$ cat config.mk
export PLATFORM = sky130hd
export DESIGN_NAME = prog_nibble_responder
export DESIGN_NICKNAME = d
export VERILOG_FILES = /design/src/rtl/prog_nibble_responder.sv
export SDC_FILE = /design/constraint.sdc
export NUM_CORES = 1
export LEC_CHECK = 0
export ABC_AREA = 1
export BUFFER_PORTS_ARGS = -buffer_cell sky130_fd_sc_hd__buf_2
export CORE_ASPECT_RATIO = 0.75
export CORE_MARGIN = 1.5
export CORE_UTILIZATION = 65
export DETAILED_ROUTE_END_ITERATION = 10
export PLACE_DENSITY = 0.95
export SKIP_CTS_REPAIR_TIMING = 1
export SYNTH_ARGS = -nofsm -noshare
export SYNTH_HDL_FRONTEND = slang
export SYNTH_SLANG_ARGS = --single-unit
$ cat constraint.sdc
create_clock -name clk -period 2.86 [get_ports clk]
set_clock_uncertainty 0.2 [all_clocks]
set_input_delay 0.143 -clock clk [delete_from_list [all_inputs] [get_ports clk]]
set_output_delay 0.143 -clock clk [all_outputs]
set_load 0.005 [all_outputs]
$ cat src/rtl/prog_nibble_responder.sv
`default_nettype none
// +----------------------------------------------------------------------------+
// | prog_nibble_responder: flop-based 12-bit program store serving nibbles to  |
// | a nibble-fetch CPU, with load port and bus protocol monitor. Rev 1.0       |
// +----------------------------------------------------------------------------+
module prog_nibble_responder #(
  parameter int           DEPTH = 16,
  parameter int           AW    = 6,
  parameter logic [11:0]  FILL  = 12'h000
) (
  input  logic          clk,
  input  logic          rst_n,
  input  logic [9:0]    i_cpu_addr,
  input  logic          i_cpu_ph2,
  input  logic          i_cpu_ph3,
  output logic [3:0]    o_nib_out,
  input  logic          i_run,
  input  logic          i_ld_valid,
  output logic          o_ld_ready,
  input  logic [AW-1:0] i_ld_addr,
  input  logic [11:0]   i_ld_data,
  output logic [7:0]    o_ld_count,
  output logic [15:0]   o_instr_count,
  output logic          o_err,
  output logic [1:0]    o_err_code,
  input  logic          i_err_clr
);

  localparam int IW = (DEPTH > 1) ? $clog2(DEPTH) : 1;
  localparam logic [9:0]  c_DEPTH_CPU = 10'(DEPTH);
  localparam logic [AW:0] c_DEPTH_LD  = (AW+1)'(DEPTH);

  // Phase encoding is simply {ph3, ph2}
  localparam logic [1:0] c_PH_P1  = 2'b00;
  localparam logic [1:0] c_PH_P2  = 2'b01;
  localparam logic [1:0] c_PH_P3  = 2'b10;
  localparam logic [1:0] c_PH_ILL = 2'b11;

  localparam logic [1:0] c_ERR_PHASE = 2'b01;
  localparam logic [1:0] c_ERR_ORDER = 2'b10;
  localparam logic [1:0] c_ERR_ADDR  = 2'b11;

  logic [11:0] r_mem [DEPTH];
  logic [7:0]  r_ld_count;
  logic [15:0] r_instr_count;
  logic        r_err;
  logic [1:0]  r_err_code;
  logic        r_armed;
  logic [1:0]  r_prev_phase;
  logic [9:0]  r_prev_addr;

  logic [1:0]  w_phase;
  logic [11:0] w_word;
  logic        w_ld_fire;
  logic        w_ld_in_range;
  logic [1:0]  w_exp_phase;
  logic        w_err_hit;
  logic [1:0]  w_err_code;

  assign w_phase       = {i_cpu_ph3, i_cpu_ph2};
  assign w_word        = (i_cpu_addr < c_DEPTH_CPU) ? r_mem[i_cpu_addr[IW-1:0]] : FILL;
  assign o_ld_ready    = !i_run;
  assign w_ld_fire     = i_ld_valid && o_ld_ready;
  assign w_ld_in_range = {1'b0, i_ld_addr} < c_DEPTH_LD;

  always_comb begin
    o_nib_out = 4'h0;
    if (i_run) begin
      case (w_phase)
        c_PH_P1: o_nib_out = w_word[3:0];
        c_PH_P2: o_nib_out = w_word[7:4];
        c_PH_P3: o_nib_out = w_word[11:8];
        default: o_nib_out = 4'h0;
      endcase
    end
  end

  always_ff @(posedge clk or negedge rst_n) begin
    if (!rst_n) begin
      for (int i = 0; i < DEPTH; i++) r_mem[i] <= FILL;
    end else if (w_ld_fire && w_ld_in_range) begin
      r_mem[i_ld_addr[IW-1:0]] <= i_ld_data;
    end
  end

  always_comb begin
    case (r_prev_phase)
      c_PH_P1: w_exp_phase = c_PH_P2;
      c_PH_P2: w_exp_phase = c_PH_P3;
      default: w_exp_phase = c_PH_P1;
    endcase
  end

  // Checks are listed in priority order; only the first failing one reports
  always_comb begin
    w_err_hit  = 1'b0;
    w_err_code = 2'b00;
    if (i_run && r_armed) begin
      if (w_phase == c_PH_ILL) begin
        w_err_hit  = 1'b1;
        w_err_code = c_ERR_PHASE;
      end else if (w_phase != w_exp_phase) begin
        w_err_hit  = 1'b1;
        w_err_code = c_ERR_ORDER;
      end else if ((r_prev_phase == c_PH_P3) ? (i_cpu_addr != r_prev_addr + 10'd1)
                                              : (i_cpu_addr != r_prev_addr)) begin
        w_err_hit  = 1'b1;
        w_err_code = c_ERR_ADDR;
      end
    end
  end

  always_ff @(posedge clk or negedge rst_n) begin
    if (!rst_n) begin
      r_armed      <= 1'b0;
      r_prev_phase <= c_PH_P3;
      r_prev_addr  <= 10'd0;
    end else if (i_run) begin
      r_armed     <= 1'b1;
      r_prev_addr <= i_cpu_addr;
      if (w_phase != c_PH_ILL) r_prev_phase <= w_phase;
    end else begin
      r_armed <= 1'b0;
    end
  end

  // A new error in the clear cycle wins over the clear
  always_ff @(posedge clk or negedge rst_n) begin
    if (!rst_n) begin
      r_err      <= 1'b0;
      r_err_code <= 2'b00;
    end else if (w_err_hit && (!r_err || i_err_clr)) begin
      r_err      <= 1'b1;
      r_err_code <= w_err_code;
    end else if (i_err_clr) begin
      r_err      <= 1'b0;
      r_err_code <= 2'b00;
    end
  end

  always_ff @(posedge clk or negedge rst_n) begin
    if (!rst_n) begin
      r_ld_count    <= 8'd0;
      r_instr_count <= 16'd0;
    end else begin
      if (w_ld_fire && (r_ld_count != 8'hFF)) r_ld_count <= r_ld_count + 8'd1;
      if (i_run && (w_phase == c_PH_P3))      r_instr_count <= r_instr_count + 16'd1;
    end
  end

  assign o_ld_count    = r_ld_count;
  assign o_instr_count = r_instr_count;
  assign o_err         = r_err;
  assign o_err_code    = r_err_code;

endmodule
`default_nettype wire

==> results.sh, run 1 <==
export IMPL_slew_limit_headroom=0.3755
export IMPL_power_density_mw_per_mm2=628.4
export IMPL_r2r_cells=14
export IMPL_wire_per_inst_um=18.14
export IMPL_synthMostInstantiatedCell="nand2_1"
export IMPL_start_util=0.6698
export IMPL_vias_per_cell=6.177
export IMPL_grt_max_degree=98
export IMPL_synth_cell_types=30
export IMPL_hold_slack_ns=-0.02005
export IMPL_hold_viol_final=18
export IMPL_grt_util_all_layers=0.3241
export IMPL_synth_seq_area_share=0.5380
export IMPL_whs_path_depth=3
export IMPL_cts_buffers=22
export IMPL_pin_count=67
export IMPL_netlist_area_sq_mm=0.01079
export IMPL_finalCritPeriodShare=0.9851
export IMPL_area_delta_synth_final_pct=13.02
export IMPL_routed_wirelength_um=28730
export IMPL_use_met2=0.5023
export IMPL_drv_slew=0
export IMPL_grt_overflow_total=0
export IMPL_met3_usage=0.06586
export IMPL_p_leak_nw=5.845
export IMPL_hold_end="r_mem[25]"
export IMPL_multi_input_area_sq_mm=0.004372
export IMPL_drtAntennaViolNets=0
export IMPL_crit_type="input pin to primary output"
export IMPL_hp_start="i_ld_data[1]"
export IMPL_start_kind="input pin"
export IMPL_use_met1=0.4553
export IMPL_gp_congestion=0.9131
export IMPL_worst_pin_slew_ns=0.9282
export IMPL_synth_top_family_by_area="simple AND/OR/NAND/NOR gates"
export IMPL_synth_area_top_cells="dfrtp_1 54%, o21ai_0 14%, nand2_1 11%"
export IMPL_die_h_um=114.6
export IMPL_dieArea_sq_mm=0.01740
export IMPL_outcome="complete, but fails checks"
export IMPL_synth_commonest_cells="308 x nand2_1, 302 x o21ai_0, 231 x dfrtp_1, 149 x nor2_1, 65 x inv_1"
export IMPL_die_width_um=151.8
export IMPL_finalPower_w=0.007666
export IMPL_regArea_sq_mm=0.005807
export IMPL_drv_cap=0
export IMPL_dp_cells=1521
export IMPL_dpl_cell_area_sq_mm=0.01125
export IMPL_synthAdderAreaFrac=0.003477
export IMPL_yosys_warnings=0
export IMPL_worstSetupEndpointType="primary output"
export IMPL_layout_drive_gt1_share=0.09753
export IMPL_cp_required_ns=2.52
export IMPL_fin_crit_ns=2.817
export IMPL_grt_antenna_before_repair=0
export IMPL_grt_pass1_wl_um=45580
export IMPL_worstPathCellList="dlygate4sd3_1 -> buf_2 -> nand2_1 -> nor4_1 -> o21ai_1 -> inv_1 -> buf_2"
export IMPL_synth_simple_area_share=0.1917
export IMPL_num_fill_cells=1064
export IMPL_synth_mux_area_frac=0.001043
export IMPL_cts_htree_levels=1
export IMPL_critPathMostFrequentCell="buf_2"
export IMPL_drcViolationCount=0
export IMPL_r2r_slack_ns=0.25
export IMPL_final_area_sq_mm=0.01220
export IMPL_grt_pass1_vias=9094
export IMPL_crit_path_max_incr_delay_ns=0.78
export IMPL_hp_class="input pin to flop"
export IMPL_setup_viol=0
export IMPL_core_area_sq_mm=0.01612
export IMPL_synth_largest_area_cell="dfrtp_1"
export IMPL_reg2reg_to="o_err_code[0]"
export IMPL_hpwl_um=17420
export IMPL_cpMaxStageDelayCell="nor4_1"
export IMPL_clock_sinks=232
export IMPL_syn_inst=1306
export IMPL_synth_xor_area_share=0.02029
export IMPL_synth_ff_type="dfrtp_1"
export IMPL_synth_avg_cell_area_sq_um=8.265
export IMPL_cts_root_buf="clkbuf_16"
export IMPL_crit_reg2reg_launch="r_prev_phase[1]"
export IMPL_busiest_layer="met2"
export IMPL_cp_max_fo=21
export IMPL_ys_ff_latch=232
export IMPL_ir_drop_mv=0.4306
export IMPL_num_antenna_cells=0
export IMPL_rows=40
export IMPL_clk_pin_slew_worst_paths_ns=0.06
export IMPL_num_vias=9784
export IMPL_post_route_util=0.7570
export IMPL_synth_fp_nets=1344
export IMPL_synth_edff_count=0
export IMPL_async_reset_ff_frac=1.000
export IMPL_dr_pass1_iters=9
export IMPL_clockBufferDepth=3
export IMPL_io_buffers=66
export IMPL_violations="hold timing"
export IMPL_synth_top_area_share=0.5355
export IMPL_nets=1400
export IMPL_crit_arrival_ns=2.47
export IMPL_drt_iter0_markers=1284
export IMPL_fin_cells=1584
export IMPL_clkLatencyLatePin_ns=0.50
export IMPL_synth_compound_area_frac=0.1885
export IMPL_cts_tree="yes"
export IMPL_fmax_mhz=354.9
stage by stage:
stage	TNS, ns	worst slack, ns	hold WS, ns
after floorplan	0	1.005	-0.3526
final	0	0.04269	-0.02005
after detailed placement	0	0.4410	-0.03844
after CTS	0	0.3814	-0.5560
after global routing	-0.03271	-0.02134	0.006478
after global placement	0	0.5769	-0.04234
how the worst max path moves through the flow:
stage          slack, ns             from  cells past startpoint       endpoint
6_report            0.04            i_run                      7   o_nib_out[2]
5_1_grt            -0.02  r_prev_phase[1]                     14  o_err_code[0]
2_1_floorplan       1.01  r_prev_phase[1]                     13  o_err_code[0]
3_5_place_dp        0.44            i_run                      8     r_mem[109]
4_1_cts             0.38    i_cpu_addr[0]                     10   o_nib_out[2]
3_3_place_gp        0.58            i_run                      8      r_mem[64]
worst max-delay path: cells and delay by family:
kind            cells  cell delay, ns
compound gates      1            0.29
buf+inv             4            1.13
simple gates        2            0.92
logic make-up (layout without fill, tap and decap cells):
| group | count (synthesis) | in the layout |
|---|---|---|
| AOI/OAI and AO/OA | 376 | 376 |
| xor gates and xnor gates | 25 | 25 |
| adders and majority gates | 3 | 3 |
| buffers and inverters | 153 | 221 |
| DFF | 232 | 232 |
| muxes | 1 | 1 |
| and+or+nand+nor | 516 | 516 |
power breakdown:
group	internal (W)	leakage, nW	switching, W
sequential	0.00361	3.11	0.000252
clock	0.00159	0.337	0.00118
combinational	0.000404	2.40	0.000633
area by class of cell:
type                            count  share of cell area
Clock buffer                       33             0.05436
Clock inverter                      3            0.001231
Inverter                           69             0.02123
Multi-Input combinational cell    921              0.3584
Sequential cell                   232              0.4760
Tap cell                          210             0.02154
Timing Repair Buffer              116             0.06728
registers in the layout, summed over array words and instances (netlist names):
register,flops
o_err_code,2
o_instr_count,16
r_prev_addr,10
r_mem,192
o_err,1
o_ld_count,8
r_prev_phase,2
r_armed,1
layout by cell type, fill, tap and decap left out, drive strengths merged, types with 27 or more instances in the layout:
cell type / n
nor2: 151
o211ai: 35
nand3: 39
nand2: 309
inv: 69
clkbuf: 33
dfrtp: 231
dlygate4sd3: 27
o21ai: 309
buf: 89
routing by layer:
| layer | routed length [um] | vias to the layer above |
|---|---|---|
| li1 | - | 4433 |
| met3 | 3004 | 119 |
| met2 | 12970 | 648 |
| met4 | 1090 | 0 |
| met5 | 0 | - |
| met1 | 11670 | 4584 |
Note: power is estimated with default switching activity, not from simulation.
==> run 2: changes to the inputs <==
--- a/config.mk
+++ b/config.mk
@@ -9,9 +9,9 @@
 export BUFFER_PORTS_ARGS = -buffer_cell sky130_fd_sc_hd__buf_2
 export CORE_ASPECT_RATIO = 0.75
 export CORE_MARGIN = 1.5
-export CORE_UTILIZATION = 65
+export CORE_UTILIZATION = 60
 export DETAILED_ROUTE_END_ITERATION = 10
-export PLACE_DENSITY = 0.95
+export PLACE_DENSITY = 0.76
 export SKIP_CTS_REPAIR_TIMING = 1
 export SYNTH_ARGS = -nofsm -noshare
 export SYNTH_HDL_FRONTEND = slang
==> constraint.sdc (replaced) <==
create_clock -name clk -period 2.87 [get_ports clk]
set_clock_uncertainty 0.2 [all_clocks]
set_input_delay 0.1435 -clock clk [delete_from_list [all_inputs] [get_ports clk]]
set_output_delay 0.1435 -clock clk [all_outputs]
set_load 0.005 [all_outputs]
==> run 2 against run 1 <==
  * The run still ends with hold timing left
  * Via count fell by 3.8%
  * Sequential power barely moved
  * Final cell count rose by 2.8%
  * Flip-flop and latch count did not move
  * Total power rose by 1.4%
  * Core utilization fell by 5.6 points
  * Critical path depth rose by 5
  * Routed wire length fell by 1.9%
  * Critical endpoint is now o_nib_out[1]
==> results.sh, run 2 (same netlist as run 1, synthesis figures left out) <==
export IMPL_drt_iter0_markers=1035
export IMPL_drtAntennaViolNets=0
export IMPL_largest_register="r_mem"
export IMPL_r2r_slack_ns=0.67
export IMPL_vias_per_cell=5.780
export IMPL_regArea_sq_mm=0.005807
export IMPL_num_vias=9415
export IMPL_num_antenna_cells=0
export IMPL_cp_max_fo=23
export IMPL_outcome="complete, but fails checks"
export IMPL_clock_sinks=232
export IMPL_violations="hold timing"
export IMPL_gp_congestion=0.8580
export IMPL_final_area_sq_mm=0.01233
export IMPL_reg2reg_to="o_err_code[0]"
export IMPL_hold_end="r_mem[190]"
export IMPL_crit_arrival_ns=2.32
export IMPL_grt_antenna_before_repair=0
export IMPL_r2r_cells=14
export IMPL_start_util=0.6131
export IMPL_fin_cells=1629
export IMPL_drv_slew=0
export IMPL_layout_commonest_cell="nand2_1"
export IMPL_largest_register_ffs=192
export IMPL_grt_pass1_vias=8818
export IMPL_clk_pin_slew_worst_paths_ns=0.06
export IMPL_routed_wirelength_um=28190
export IMPL_wire_per_inst_um=17.31
export IMPL_ir_drop_mv=0.5257
export IMPL_grt_util_all_layers=0.3077
export IMPL_core_area_sq_mm=0.01760
export IMPL_die_h_um=119.2
export IMPL_drcViolationCount=0
export IMPL_dieArea_sq_mm=0.01881
export IMPL_dpl_cell_area_sq_mm=0.01135
export IMPL_hp_start="i_ld_data[10]"
export IMPL_pin_count=67
export IMPL_cts_htree_levels=1
export IMPL_setup_viol=0
export IMPL_power_density_mw_per_mm2=630.0
export IMPL_multi_input_area_sq_mm=0.004372
export IMPL_finalCritPeriodShare=0.9265
export IMPL_grt_overflow_total=0
export IMPL_cts_buffers=23
export IMPL_clockBufferDepth=3
export IMPL_start_kind="input pin"
export IMPL_clkLatencyLatePin_ns=0.51
export IMPL_final_setup_tns_ns=0
export IMPL_nets=1409
export IMPL_cts_root_buf="clkbuf_16"
export IMPL_fin_crit_ns=2.659
export IMPL_rows=42
export IMPL_slew_limit_headroom=0.4666
export IMPL_hold_viol_final=81
export IMPL_worst_pin_slew_ns=0.7981
export IMPL_num_fill_cells=1420
export IMPL_drv_cap=0
export IMPL_crit_type="input pin to primary output"
export IMPL_dp_cells=1563
export IMPL_hold_slack_ns=-0.06613
export IMPL_crit_reg2reg_launch="r_prev_phase[0]"
export IMPL_die_width_um=157.9
export IMPL_io_buffers=66
export IMPL_grt_pass1_wl_um=45720
export IMPL_hp_class="input pin to flop"
export IMPL_area_delta_synth_final_pct=14.27
export IMPL_whs_path_depth=3
export IMPL_worstSetupEndpointType="primary output"
export IMPL_fmax_mhz=376.1
export IMPL_cp_required_ns=2.53
export IMPL_layout_common_cells="308 x nand2_1, 302 x o21ai_0, 231 x dfrtp_1"
export IMPL_rsz0062_at_grt="false"
export IMPL_layout_drive_gt1_share=0.1081
export IMPL_cts_tree="yes"
export IMPL_hpwl_um=17610
export IMPL_grt_max_degree=67
export IMPL_p_leak_nw=5.908
export IMPL_dr_pass1_iters=5
export IMPL_finalPower_w=0.007770
==> run 2: changes by cell type in the layout (fill, tap and decap cells not counted) <==
cell / before / now
buf_12: 3 / 2
clkinv_2: 3 / 6
buf_4: 20 / 31
dlygate4sd3_1: 27 / 25
clkbuf_1: 5 / 4
clkbuf_8: 5 / 8
==> run 2: cell type report <==
cell class              instances  share of cell area
clock buffers                  35             0.05681
clock inverters                 6            0.002435
inverters                      69             0.02100
multi-input cells             921              0.3544
flip-flops and latches        232              0.4708
well taps                     242             0.02455
repair buffers                124             0.06999
==> run 2: how the worst max path moves through the flow <==
stage                     from       endpoint  cells past startpoint
3_5_place_dp             i_run     r_mem[165]                      8
2_1_floorplan  r_prev_phase[1]  o_err_code[0]                     13
3_3_place_gp             i_run     r_mem[161]                      8
4_1_cts             r_mem[181]   o_nib_out[1]                     11
5_1_grt                  i_run     r_mem[161]                      9
6_report         i_cpu_addr[2]   o_nib_out[1]                     12
==> run 2: routing by layer <==
metal | GRT usage | wire length [um] | share of wire
met1 | 0.4543 | 12530 | 0.44
met2 | 0.4666 | 12530 | 0.44
met3 | 0.06150 | 2550 | 0.090
met4 | 0.07783 | 582 | 0.021
met5 | 0.008403 | 0 | 0
==> run 2: worst max-delay path: stages <==
cell and delay [ns]:
dlygate4sd3_1 0.53, buf_2 0.44, inv_1 0.11, buf_4 0.23, o221ai_1 0.12, nand3_1 0.13
nand2_1 0.10, nand2_1 0.05, nand2_1 0.16, o21ai_1 0.11, inv_1 0.08, buf_2 0.11
==> run 2: power by group <==
group          switching, W  total (W)  internal (W)  leakage [nW]
clock network       0.00126    0.00294       0.00168         0.369
logic              0.000604    0.00101      0.000403          2.43
registers          0.000234    0.00383       0.00359          3.11
total               0.00210    0.00777       0.00567          5.91
==> run 2: metrics by stage <==
stage | worst slack [ns] | hold WS, ns | util
4_1_cts | 0.4006 | -0.6063 | 0.6864
6_report | 0.2109 | -0.06613 | 0.7006
2_1_floorplan | 1.015 | -0.3521 | -
5_1_grt | 0.03242 | 0.02187 | 0.7006
3_5_place_dp | 0.4031 | -0.07109 | 0.6449
3_3_place_gp | 0.5045 | -0.06675 | 0.6449
==> run 3: changes to the inputs <==
--- a/config.mk
+++ b/config.mk
@@ -5,7 +5,6 @@
 export SDC_FILE = /design/constraint.sdc
 export NUM_CORES = 1
 export LEC_CHECK = 0
-export ABC_AREA = 1
 export BUFFER_PORTS_ARGS = -buffer_cell sky130_fd_sc_hd__buf_2
 export CORE_ASPECT_RATIO = 0.75
 export CORE_MARGIN = 1.5
==> run 3 against run 2 <==
  * Sequential share of layout area shrank 1.4 points
  * Combinational power is essentially flat
  * The run ends with setup timing left
  * Critical path depth decreased by 5
  * Sequential power about the same
  * Flip-flop and latch count unchanged
  * Register-to-register slack got worse by 0.47 ns
==> results.sh, run 3 <==
export IMPL_dp_slack_ns=0.2076
export IMPL_crit_type="flop to primary output"
export IMPL_clkLatencyLatePin_ns=0.51
export IMPL_ys_ff_latch=232
export IMPL_synth_fp_nets=770
export IMPL_grt_util_all_layers=0.2719
export IMPL_start_kind="flop"
export IMPL_outcome="complete, but fails checks"
export IMPL_finalPower_w=0.007702
export IMPL_num_antenna_cells=0
export IMPL_clk_pin_slew_worst_paths_ns=0.06
export IMPL_layout_drive_gt1_share=0.4786
export IMPL_cp_required_ns=2.53
export IMPL_fmax_mhz=345.2
export IMPL_finalCritPeriodShare=1.009
export IMPL_rows=42
export IMPL_synth_top_area_share=0.5347
export IMPL_num_vias=6679
export IMPL_grt_overflow_total=0
export IMPL_post_route_util=0.7202
export IMPL_netlist_area_sq_mm=0.01081
export IMPL_rsz0062_at_grt="true"
export IMPL_nets=888
export IMPL_drv_slew=0
export IMPL_synth_avg_cell_area_sq_um=14.77
export IMPL_synth_area_top_cells="dfrtp_1 53%, mux2_2 21%, mux4_2 12%"
export IMPL_die_width_um=158
export IMPL_gp_congestion=0.8140
export IMPL_synth_xor_area_share=0.02754
export IMPL_drv_cap=0
export IMPL_crit_arrival_ns=2.55
export IMPL_dieArea_sq_mm=0.01884
export IMPL_io_buffers=66
export IMPL_ir_drop_mv=0.4696
export IMPL_cts_tree="yes"
export IMPL_largest_register_ffs=192
export IMPL_layout_setup_ws_ns=-0.02714
export IMPL_hp_class="input pin to asynchronous set/reset pin"
export IMPL_setup_viol=1
export IMPL_start_util=0.6123
export IMPL_wire_per_inst_um=22.43
export IMPL_crit_path_start="r_mem[3]"
export IMPL_cts_htree_levels=1
export IMPL_pin_count=67
export IMPL_grt_pass1_wl_um=38520
export IMPL_fin_crit_ns=2.897
export IMPL_synth_ff_type="dfrtp_1"
export IMPL_clockBufferDepth=3
export IMPL_worst_pin_slew_ns=0.6766
export IMPL_die_h_um=119.3
export IMPL_slew_limit_headroom=0.5490
export IMPL_power_density_mw_per_mm2=605.7
export IMPL_hold_viol_final=0
export IMPL_synth_top_family_by_area="multiplexers"
export IMPL_cts_root_buf="clkbuf_16"
export IMPL_grt_antenna_before_repair=0
export IMPL_hpwl_um=15800
export IMPL_yosys_warnings=0
export IMPL_clock_sinks=232
export IMPL_synth_mux_area_frac=0.3409
export IMPL_worstSetupEndpointType="primary output"
export IMPL_drtAntennaViolNets=0
export IMPL_cts_buffers=23
export IMPL_largest_register="r_mem"
export IMPL_synth_largest_area_cell="dfrtp_1"
export IMPL_final_setup_tns_ns=-0.02714
export IMPL_hold_slack_ns=0.006182
export IMPL_synth_simple_area_share=0.05046
export IMPL_vias_per_cell=6.033
export IMPL_async_reset_ff_frac=1.000
export IMPL_p_leak_nw=6.058
export IMPL_cp_max_fo=2
export IMPL_synthMostInstantiatedCell="dfrtp_1"
export IMPL_core_area_sq_mm=0.01766
export IMPL_synthAdderAreaFrac=0.004398
export IMPL_syn_inst=732
export IMPL_synth_compound_area_frac=0.01933
export IMPL_crit_reg2reg_launch="r_prev_phase[1]"
export IMPL_grt_pass1_vias=6914
export IMPL_layout_common_cells="231 x dfrtp_1, 201 x mux2_2, 64 x buf_2"
export IMPL_drcViolationCount=0
export IMPL_drt_iter0_markers=464
export IMPL_synth_edff_count=0
export IMPL_violations="setup timing"
export IMPL_synth_commonest_cells="231 x dfrtp_1, 201 x mux2_2, 60 x mux4_2, 31 x clkbuf_1, 30 x nand2_1"
export IMPL_grt_max_degree=89
export IMPL_area_delta_synth_final_pct=17.61
export IMPL_layout_commonest_cell="dfrtp_1"
export IMPL_dr_pass1_iters=4
export IMPL_synth_cell_types=48
export IMPL_synth_seq_area_share=0.5371
export IMPL_routed_wirelength_um=24830
[run 3: final cells by class]
cell class / count / area (sq um)
Timing Repair Buffer: 141 / 1041
Tap cell: 242 / 302.8
Inverter: 7 / 26.28
Clock buffer: 37 / 708.2
Multi-Input combinational cell: 445 / 4812
Clock inverter: 3 / 18.77
Sequential cell: 232 / 5807
Fill cell: 1131 / 4941
[run 3: cells by family (layout without fill, tap and decap cells)]
logic type / after synthesis / count (layout)
xor+xnor: 34 / 34
flops: 232 / 232
fa+ha+maj: 4 / 4
compound gates: 32 / 32
simple gates: 107 / 107
mux: 268 / 268
buf+inv: 55 / 188
[run 3: critical path: stages (launching register included)]
cell	delay [ns]
dfrtp_1	0.39
mux4_2	0.47
mux4_2	0.53
mux2i_4	0.21
nor2_2	0.08
a21oi_2	0.15
nor2_2	0.07
buf_2	0.14
[run 3: final timing paths]
check                           cells past startpoint  slack [ns]                 to
max in group asynchronous                           3        1.63    r_prev_phase[1]
worst min register to register                      1        0.29  o_instr_count[15]
worst max register to register                      7        0.20      o_err_code[0]
min in group clk                                    4        0.01      o_err_code[1]
worst max-delay path                                7       -0.03       o_nib_out[3]
worst min-delay path                                2       0.006      o_ld_count[5]
[run 3: report_power, final]
group          total [W]  internal, W  switching [W]  leakage [nW]
clock            0.00288      0.00168        0.00120         0.360
combinational   0.000991     0.000567       0.000424          2.58
sequential       0.00383      0.00359       0.000238          3.12
[run 3: layer usage]
metal / global-route usage / wire length, um / vias up / part of all wire
met5: 0 / 0 / - / 0
met4: 0.06542 / 546 / 0 / 0.022
met3: 0.04913 / 1531 / 47 / 0.062
met2: 0.4449 / 12020 / 215 / 0.48
met1: 0.3817 / 10730 / 3483 / 0.43
li1: - / - / 2934 / -
[run 3: metrics by stage]
| stage | cells | cell area (sq um) |
|---|---|---|
| 2_1_floorplan | 732 | 10810 |
| 3_3_place_gp | 1030 | 11600 |
| 3_5_place_dp | 1030 | 11600 |
| 4_1_cts | 1070 | 12330 |
| 5_1_grt | 1107 | 12720 |
| 6_report | 1107 | 12720 |
